**config.mk**
```make
export PLATFORM = sky130hd
export DESIGN_NAME = cpu_mem_bridge
export DESIGN_NICKNAME = d
export VERILOG_FILES = /design/src/rtl/cpu_mem_pkg.sv /design/src/rtl/mem_txn_counter.sv /design/src/rtl/cpu_mem_bridge.sv
export SDC_FILE = /design/constraint.sdc
export NUM_CORES = 1
export LEC_CHECK = 0
export ABC_AREA = 1
export CAP_MARGIN = 20
export CORE_MARGIN = 2
export CORE_UTILIZATION = 35
export CTS_CLUSTER_DIAMETER = 200
export DETAILED_ROUTE_END_ITERATION = 16
export GPL_ROUTABILITY_DRIVEN = 1
export PLACE_DENSITY_LB_ADDON = 0.25
export SLEW_MARGIN = 20
export SYNTH_ARGS = -nofsm -noshare
export SYNTH_HDL_FRONTEND = slang
export SYNTH_SLANG_ARGS = --single-unit
```
**constraint.sdc**
```tcl
create_clock -name clk -period 11.2 [get_ports clk]
set_input_delay 2.24 -clock clk [delete_from_list [all_inputs] [get_ports clk]]
set_output_delay 2.24 -clock clk [all_outputs]
set_load 0.01 [all_outputs]
```
**src/rtl/cpu_mem_pkg.sv**
```systemverilog
// Shared types and constants for the CPU-to-RAM bridge: FSM encoding,
// latency counter width and RAM operation encoding.
package cpu_mem_pkg;

  typedef enum logic [2:0] {
    IDLE,
    I_RD,
    I_WAIT,
    I_RSP,
    D_WR,
    D_RD,
    D_WAIT,
    D_RSP
  } state_t;

  localparam int         LAT_W       = 3;
  localparam logic [3:0] RAM_WE_READ = 4'b0000;

  // WAIT spans READ_LAT-1 cycles; the counter terminates on zero, so it loads READ_LAT-2.
  function automatic logic [LAT_W-1:0] lat_load(input int read_lat);
    return (read_lat > 1) ? LAT_W'(read_lat - 2) : '0;
  endfunction

endpackage

```
**src/rtl/mem_txn_counter.sv**
```systemverilog
// 32-bit wrapping transaction counter with increment enable.
module mem_txn_counter (
  input  logic        clk,
  input  logic        rst,
  input  logic        inc,
  output logic [31:0] count
);

  always_ff @(posedge clk or posedge rst) begin
    if (rst)      count <= '0;
    else if (inc) count <= count + 32'd1;
  end

endmodule

```
**src/rtl/cpu_mem_bridge.sv**
```systemverilog
// Serves the CPU instruction and data channels from one single-port word RAM,
// arbitrating (data first), sequencing read latency and holding responses until acked.
//
// state  | meaning
// IDLE   | accepting requests; data channel has priority
// I_RD   | instruction read strobe to RAM
// I_WAIT | waiting out remaining RAM read latency (fetch)
// I_RSP  | Instruction valid, waiting for Inst_Ack
// D_WR   | store write strobe to RAM
// D_RD   | load read strobe to RAM
// D_WAIT | waiting out remaining RAM read latency (load)
// D_RSP  | Read_data valid, waiting for Read_data_Ack
module cpu_mem_bridge
  import cpu_mem_pkg::*;
#(
  parameter int ADDR_W   = 16,
  parameter int READ_LAT = 1
) (
  input  logic              clk,
  input  logic              rst,
  input  logic [31:0]       PC,
  input  logic              Inst_Req_Valid,
  output logic              Inst_Req_Ack,
  output logic [31:0]       Instruction,
  output logic              Inst_Valid,
  input  logic              Inst_Ack,
  input  logic [31:0]       Address,
  input  logic              MemWrite,
  input  logic [31:0]       Write_data,
  input  logic [3:0]        Write_strb,
  input  logic              MemRead,
  output logic              Mem_Req_Ack,
  output logic [31:0]       Read_data,
  output logic              Read_data_Valid,
  input  logic              Read_data_Ack,
  output logic              ram_en,
  output logic [3:0]        ram_we,
  output logic [ADDR_W-3:0] ram_addr,
  output logic [31:0]       ram_wdata,
  input  logic [31:0]       ram_rdata,
  output logic [31:0]       cnt_ifetch,
  output logic [31:0]       cnt_load,
  output logic [31:0]       cnt_store
);

  localparam logic [LAT_W-1:0] LAT_LOAD = lat_load(READ_LAT);

  state_t            state, next_state;
  logic [ADDR_W-3:0] addr_q;
  logic [31:0]       wdata_q;
  logic [3:0]        strb_q;
  logic [LAT_W-1:0]  lat_q;
  logic [31:0]       rsp_q;
  logic              fresh_q;
  logic [31:0]       rsp_word;
  logic              take_data, take_inst;
  logic              inc_ifetch, inc_load, inc_store;

  logic unused_addr_bits;
  assign unused_addr_bits = ^{PC[31:ADDR_W], PC[1:0], Address[31:ADDR_W], Address[1:0]};

  always_comb begin
    next_state   = state;
    Inst_Req_Ack = 1'b0;
    Mem_Req_Ack  = 1'b0;
    ram_en       = 1'b0;
    ram_we       = RAM_WE_READ;
    ram_wdata    = '0;
    take_data    = 1'b0;
    take_inst    = 1'b0;
    inc_ifetch   = 1'b0;
    inc_load     = 1'b0;
    inc_store    = 1'b0;
    case (state)
      IDLE: begin
        if (MemRead || MemWrite) begin
          Mem_Req_Ack = 1'b1;
          take_data   = 1'b1;
          next_state  = MemWrite ? D_WR : D_RD;
        end else if (Inst_Req_Valid) begin
          Inst_Req_Ack = 1'b1;
          take_inst    = 1'b1;
          next_state   = I_RD;
        end
      end
      I_RD: begin
        ram_en     = 1'b1;
        next_state = (READ_LAT == 1) ? I_RSP : I_WAIT;
      end
      I_WAIT: if (lat_q == '0) next_state = I_RSP;
      I_RSP: begin
        if (Inst_Ack) begin
          next_state = IDLE;
          inc_ifetch = 1'b1;
        end
      end
      D_WR: begin
        ram_en     = 1'b1;
        ram_we     = strb_q;
        ram_wdata  = wdata_q;
        next_state = IDLE;
        inc_store  = 1'b1;
      end
      D_RD: begin
        ram_en     = 1'b1;
        next_state = (READ_LAT == 1) ? D_RSP : D_WAIT;
      end
      D_WAIT: if (lat_q == '0) next_state = D_RSP;
      D_RSP: begin
        if (Read_data_Ack) begin
          next_state = IDLE;
          inc_load   = 1'b1;
        end
      end
      default: next_state = IDLE;
    endcase
  end

  always_ff @(posedge clk or posedge rst) begin
    if (rst) begin
      state   <= IDLE;
      addr_q  <= '0;
      wdata_q <= '0;
      strb_q  <= '0;
      lat_q   <= '0;
      rsp_q   <= '0;
      fresh_q <= 1'b0;
    end else begin
      state <= next_state;
      if (take_data) begin
        addr_q  <= Address[ADDR_W-1:2];
        wdata_q <= Write_data;
        strb_q  <= Write_strb;
      end else if (take_inst) begin
        addr_q <= PC[ADDR_W-1:2];
      end
      if (state == I_RD || state == D_RD)
        lat_q <= LAT_LOAD;
      else if ((state == I_WAIT || state == D_WAIT) && lat_q != '0)
        lat_q <= lat_q - 1'b1;
      fresh_q <= (next_state == I_RSP && state != I_RSP) ||
                 (next_state == D_RSP && state != D_RSP);
      if (fresh_q) rsp_q <= ram_rdata;
    end
  end

  // RAM data is only guaranteed on the first response cycle; pass it through, then hold the copy.
  assign rsp_word        = fresh_q ? ram_rdata : rsp_q;
  assign Inst_Valid      = (state == I_RSP);
  assign Read_data_Valid = (state == D_RSP);
  assign Instruction     = Inst_Valid      ? rsp_word : rsp_q;
  assign Read_data       = Read_data_Valid ? rsp_word : rsp_q;
  assign ram_addr        = addr_q;

  mem_txn_counter u_cnt_ifetch (.clk(clk), .rst(rst), .inc(inc_ifetch), .count(cnt_ifetch));
  mem_txn_counter u_cnt_load   (.clk(clk), .rst(rst), .inc(inc_load),   .count(cnt_load));
  mem_txn_counter u_cnt_store  (.clk(clk), .rst(rst), .inc(inc_store),  .count(cnt_store));

endmodule

```
* Word-level counts from Yosys, hierarchy flattened *
Index checks and enable logic that the tools add are counted.

word-level totals
  register bits after elaboration = 185
  input bits = 139
  output and inout bits = 215
  logic and storage cells = 66

operators by class
  $add $sub $neg = 4
  equal/unequal tests = 11
  multiplexer cells = 28
  reductions and logical operators = 13

operators by type and width
  cell                                              number
  two-way mux 32 bit                                4
  adder 32 x 1 -> 32 bit, second input constant     3
  two-way mux 14 bit                                2
  two-way mux 3 bit                                 8
  one-hot mux 3 bit (8 select lines)                1
  == test 3 bit, second input constant              5
  two-way mux 1 bit                                 12
  == test 3 x 2 -> 1 bit, second input constant     3
  zero test 3 bit                                   2
  logical OR 1 bit                                  4
  two-way mux 4 bit                                 1
  nonzero test 2 bit                                2
  == test 3 x 1 -> 1 bit, second input constant     1
  logical AND 1 bit                                 3
  != test 3 x 2 -> 1 bit, second input constant     1
  != test 3 bit, second input constant              1
  nonzero test 3 bit                                1
  OR reduction 3 bit                                1
  subtractor 3 x 1 -> 3 bit, second input constant  1

* Longest topological paths before layout *
  word-level depth = 6
  gate-level depth with buffers = 10
  gate-level depth less buffers = 9

* Modules after synthesis *
Synthesis repeated with hierarchy kept, for this count alone.

unflattened totals
  cells, all modules = 1269
  area total of the unflattened synthesis = 9873.2 um^2

modules (own cells, without submodules)
  module           instances  cells an instance  area each (um^2)  seq. area each (um^2)
  mem_txn_counter  3          207                1730.4            800.8
  cpu_mem_bridge   1          648                4682.0            2227.1

* Worst setup path before layout *
No wires, ideal clock.

  kind = in2out
  start = in MemRead
  end = out Inst_Req_Ack
  data arrival time = 2939 ps
  data required time = 8960 ps
  slack = 6021 ps
  stages on the path = 4
  path buffers = 1
  path through = nor2_1 > inv_1 > nor2_2 > buf_2

on the way
  word-level cells in the longest chain between the ends = 3

RTL lines
  element             line                  text
  start: declaration  cpu_mem_bridge.sv:31  input logic MemRead,
  logical OR 1 bit    cpu_mem_bridge.sv:76  if (MemRead || MemWrite) begin
  two-way mux 1 bit   cpu_mem_bridge.sv:76
  two-way mux 1 bit   cpu_mem_bridge.sv:74  case (state)
  end: declaration    cpu_mem_bridge.sv:23  output logic Inst_Req_Ack,

Every way passes these cells.

* Worst setup path after layout *
  start = in Inst_Req_Valid
  end = out Inst_Req_Ack

on the way
  word-level cells in the longest chain between the ends = 3

RTL lines
  element             line                  text
  start: declaration  cpu_mem_bridge.sv:22  input logic Inst_Req_Valid,
  two-way mux 1 bit   cpu_mem_bridge.sv:80  end else if (Inst_Req_Valid) begin
  two-way mux 1 bit   cpu_mem_bridge.sv:76
  two-way mux 1 bit   cpu_mem_bridge.sv:74

Every way passes these cells.

==> results.md <==
* RSZ-0062 raised after global routing: false
* Pre-CTS setup slack at 4.23 ns
* Share of the synthesized area in the top cell type at 47.8%
* IO buf count at between 300 and 400
* Syn_nets at between 1k and 1.5k
* First-pass GRT wire length at between 40000 and 50000 um
* EDFF count, synth at 0
* IO Pins at between 300 and 400
* Synthesized area at between 9000 and 10000 um2
* Postcts setup bufs at 0
* Via-per-instance ratio at ~4.7
* Drt wl/cell at approximately 14 um
* Worst VDD drop at ~0.085 mV
* Synth area leaders: dfrtp_1, nand2_1, o21ai_0
* CTS tree: built
* Hold Vio Cnt, Final at 0
* Fin crit share at around three fifths
* Critical path origin: Inst_Req_Valid
* Reg-to-reg critical path startpoint: state[1]$_DFF_PP0_
* Cell taking the most area after synthesis: dfrtp_1
* Setup TNS at 0 ns
* Pre-Repair DR Iteration Count at 5
* Ant diodes at 0
* Worst Hold Launch: u_cnt_load.count[9]$_DFFE_PP0P_
* Cell count after synthesis at ~1.3k
* Highest Clock Rate at ~0.14 GHz
* Die area at 29000 um2
* Synth warnings at 0
* CTS Buf Count at 17
* Primary FF master, synth: dfrtp_1
* Core Area at between 20000 and 30000 um2
* Skew final at 0.0128 ns
* Clk Latency, worst-skew pair at 0.43 ns
* Startpoint types: input port
* Clock transition at path regs at roughly 0.070 ns
* GRT Util Overall at about a fifth
* Post-CTS Resized at 0
* Leakage power at a little over 6 nW
* Max-Cap Viols at 0
* Worst setup slack after layout at about 4.3 ns
* CTS Sinks at 185
* Final setup fails at 0
* Die Span X at 170 um
* Initial antenna violation count at 1
* Vias in the first global route at slightly below 9k
* PwrDens at about 200 nW/um2
* Hold buffers post-CTS at 0
* Die span in y at ~170 um
* Data arrival, critical path at between 4 and 5 ns
* Root Buffer: clkbuf_16
* Initial DRC count at between 500 and 600
* Synth Register Bits at between 150 and 200
* Initial Util at a little over a third
* Status: finished, final reports clean
* HP Class: register to register
* Post-route minimum period at roughly 7 ns
* Seq/Total Area, Yosys at a little under half
* Area grow syn2layout at 41.8%
* Vias at between 9k and 10k
* Yosys cell types at 33
* Num rows at 60
* Rel. slew slack at about two fifths
* Most frequent cells after synthesis: nand2_1, dfrtp_1, inv_1, o21ai_0, nor2_1
* Synthesized area per cell at around 7.6 um2
* Filler instances at 2554
* Crit Path Max Fanout at 15
* Crit path capture type: primary output
* Grt total ovfl at 0
* Worst-case clock buffer depth at 2
* Largest net degree at the start of global routing at between 100 and 150
* Final #Nets at approximately 1.7k
* HPWL after detailed placement at around 20000 um
* Routed wire length at between 20000 and 30000 um
* Share of cells above drive strength 1 at approximately 4.2%
* Slew @ Worst Pin at between 0.8 and 0.9 ns
* ANT nets after route at 0
* Ys async rst share at 100%
* Max Slew Vio Count at 0
* # DRC at 0
* Placer congestion estimate at ~0.86
* Htree depth at 4
* Data required, critical path at approximately 9 ns
* Count leader, synth: nand2_1
* CP Class: input port to primary output
[stage by stage]
stage	util [%]	power, mW	cell area, um2	hold WS (ns)	cells
3_3_place_gp	48.6	2.13	13100	0.479	1892
4_1_cts	50.8	2.77	13700	0.503	1924
3_5_place_dp	48.6	2.15	13100	0.487	1892
6_report	50.8	2.73	13700	0.503	1924
2_1_floorplan	-	1.53	9680	0.505	1270
5_1_grt	50.8	2.93	13700	0.541	1924
[cells by family after synthesis]
family | count (synthesis) | share of synthesized area [%]
compound gates | 176 | 9.21
xor+xnor | 50 | 4.53
fa+ha+maj | 5 | 0.646
buf+inv | 211 | 8.51
flops | 185 | 47.8
mux | 1 | 0.103
simple gates | 642 | 29.2
[state kept, by name (all words and copies together) (netlist names)]
| signal | flops |
|---|---|
| u_cnt_load.count | 32 |
| state | 3 |
| rsp_q | 32 |
| lat_q | 3 |
| ram_addr | 14 |
| wdata_q | 32 |
| strb_q | 4 |
| u_cnt_store.count | 32 |
| u_cnt_ifetch.count | 32 |
| fresh_q | 1 |
[final timing paths]
| kind | endpoint | slack, ns | depth (start not counted) |
|---|---|---|---|
| setup / recovery | Inst_Req_Ack | 4.26 | 4 |
| hold / removal | u_cnt_load.count[9]$_DFFE_PP0P_ | 0.50 | 1 |
| max in group asynchronous | u_cnt_store.count[9]$_DFFE_PP0N_ | 7.39 | 3 |
| min in group asynchronous | u_cnt_store.count[29]$_DFFE_PP0N_ | 2.40 | 2 |
| setup reg to reg | ram_addr[11]$_DFFE_PP0P_ | 8.76 | 5 |
| hold reg to reg | u_cnt_load.count[9]$_DFFE_PP0P_ | 0.50 | 1 |
[final cells by class]
type                            count  area [um2]  share of cell area (%)
Sequential cell                   185        4630                    33.7
Timing Repair Buffer              322        3210                    23.4
Inverter                          170         647                    4.71
Clock buffer                       20         447                    3.26
Clock inverter                     12         130                   0.948
Multi-Input combinational cell    874        4230                    30.8
Tap cell                          341         427                    3.11
[critical path, stage by stage]
cell	delay, ns
clkdlybuf4s50_1	0.50
nand3_2	0.41
nor2_2	0.86
clkdlybuf4s50_1	0.69
[routing by layer]
layer	track usage, %	part of all wire, %
met5	0	0.047
met4	4.83	1.1
met3	4.81	7.6
met2	33.3	47
met1	24.7	44
[placed cells by master, fill, tap and decap left out, drive strengths merged, types with 24 or more instances in the layout]
| cell | instances |
|---|---|
| clkdlybuf4s50 | 317 |
| xnor2 | 26 |
| o21ai | 156 |
| inv | 177 |
| nand2 | 352 |
| dfrtp | 185 |
| xor2 | 24 |
| nand3 | 88 |
| nor2 | 151 |
| nand4 | 32 |
[power breakdown]
part           total [mW]  switching, mW  internal [mW]
logic                1.20          0.628          0.571
registers           0.927         0.0855          0.841
clock network       0.609          0.287          0.322
total                2.73           1.00           1.73
Note: power is estimated with default switching activity, not from simulation.
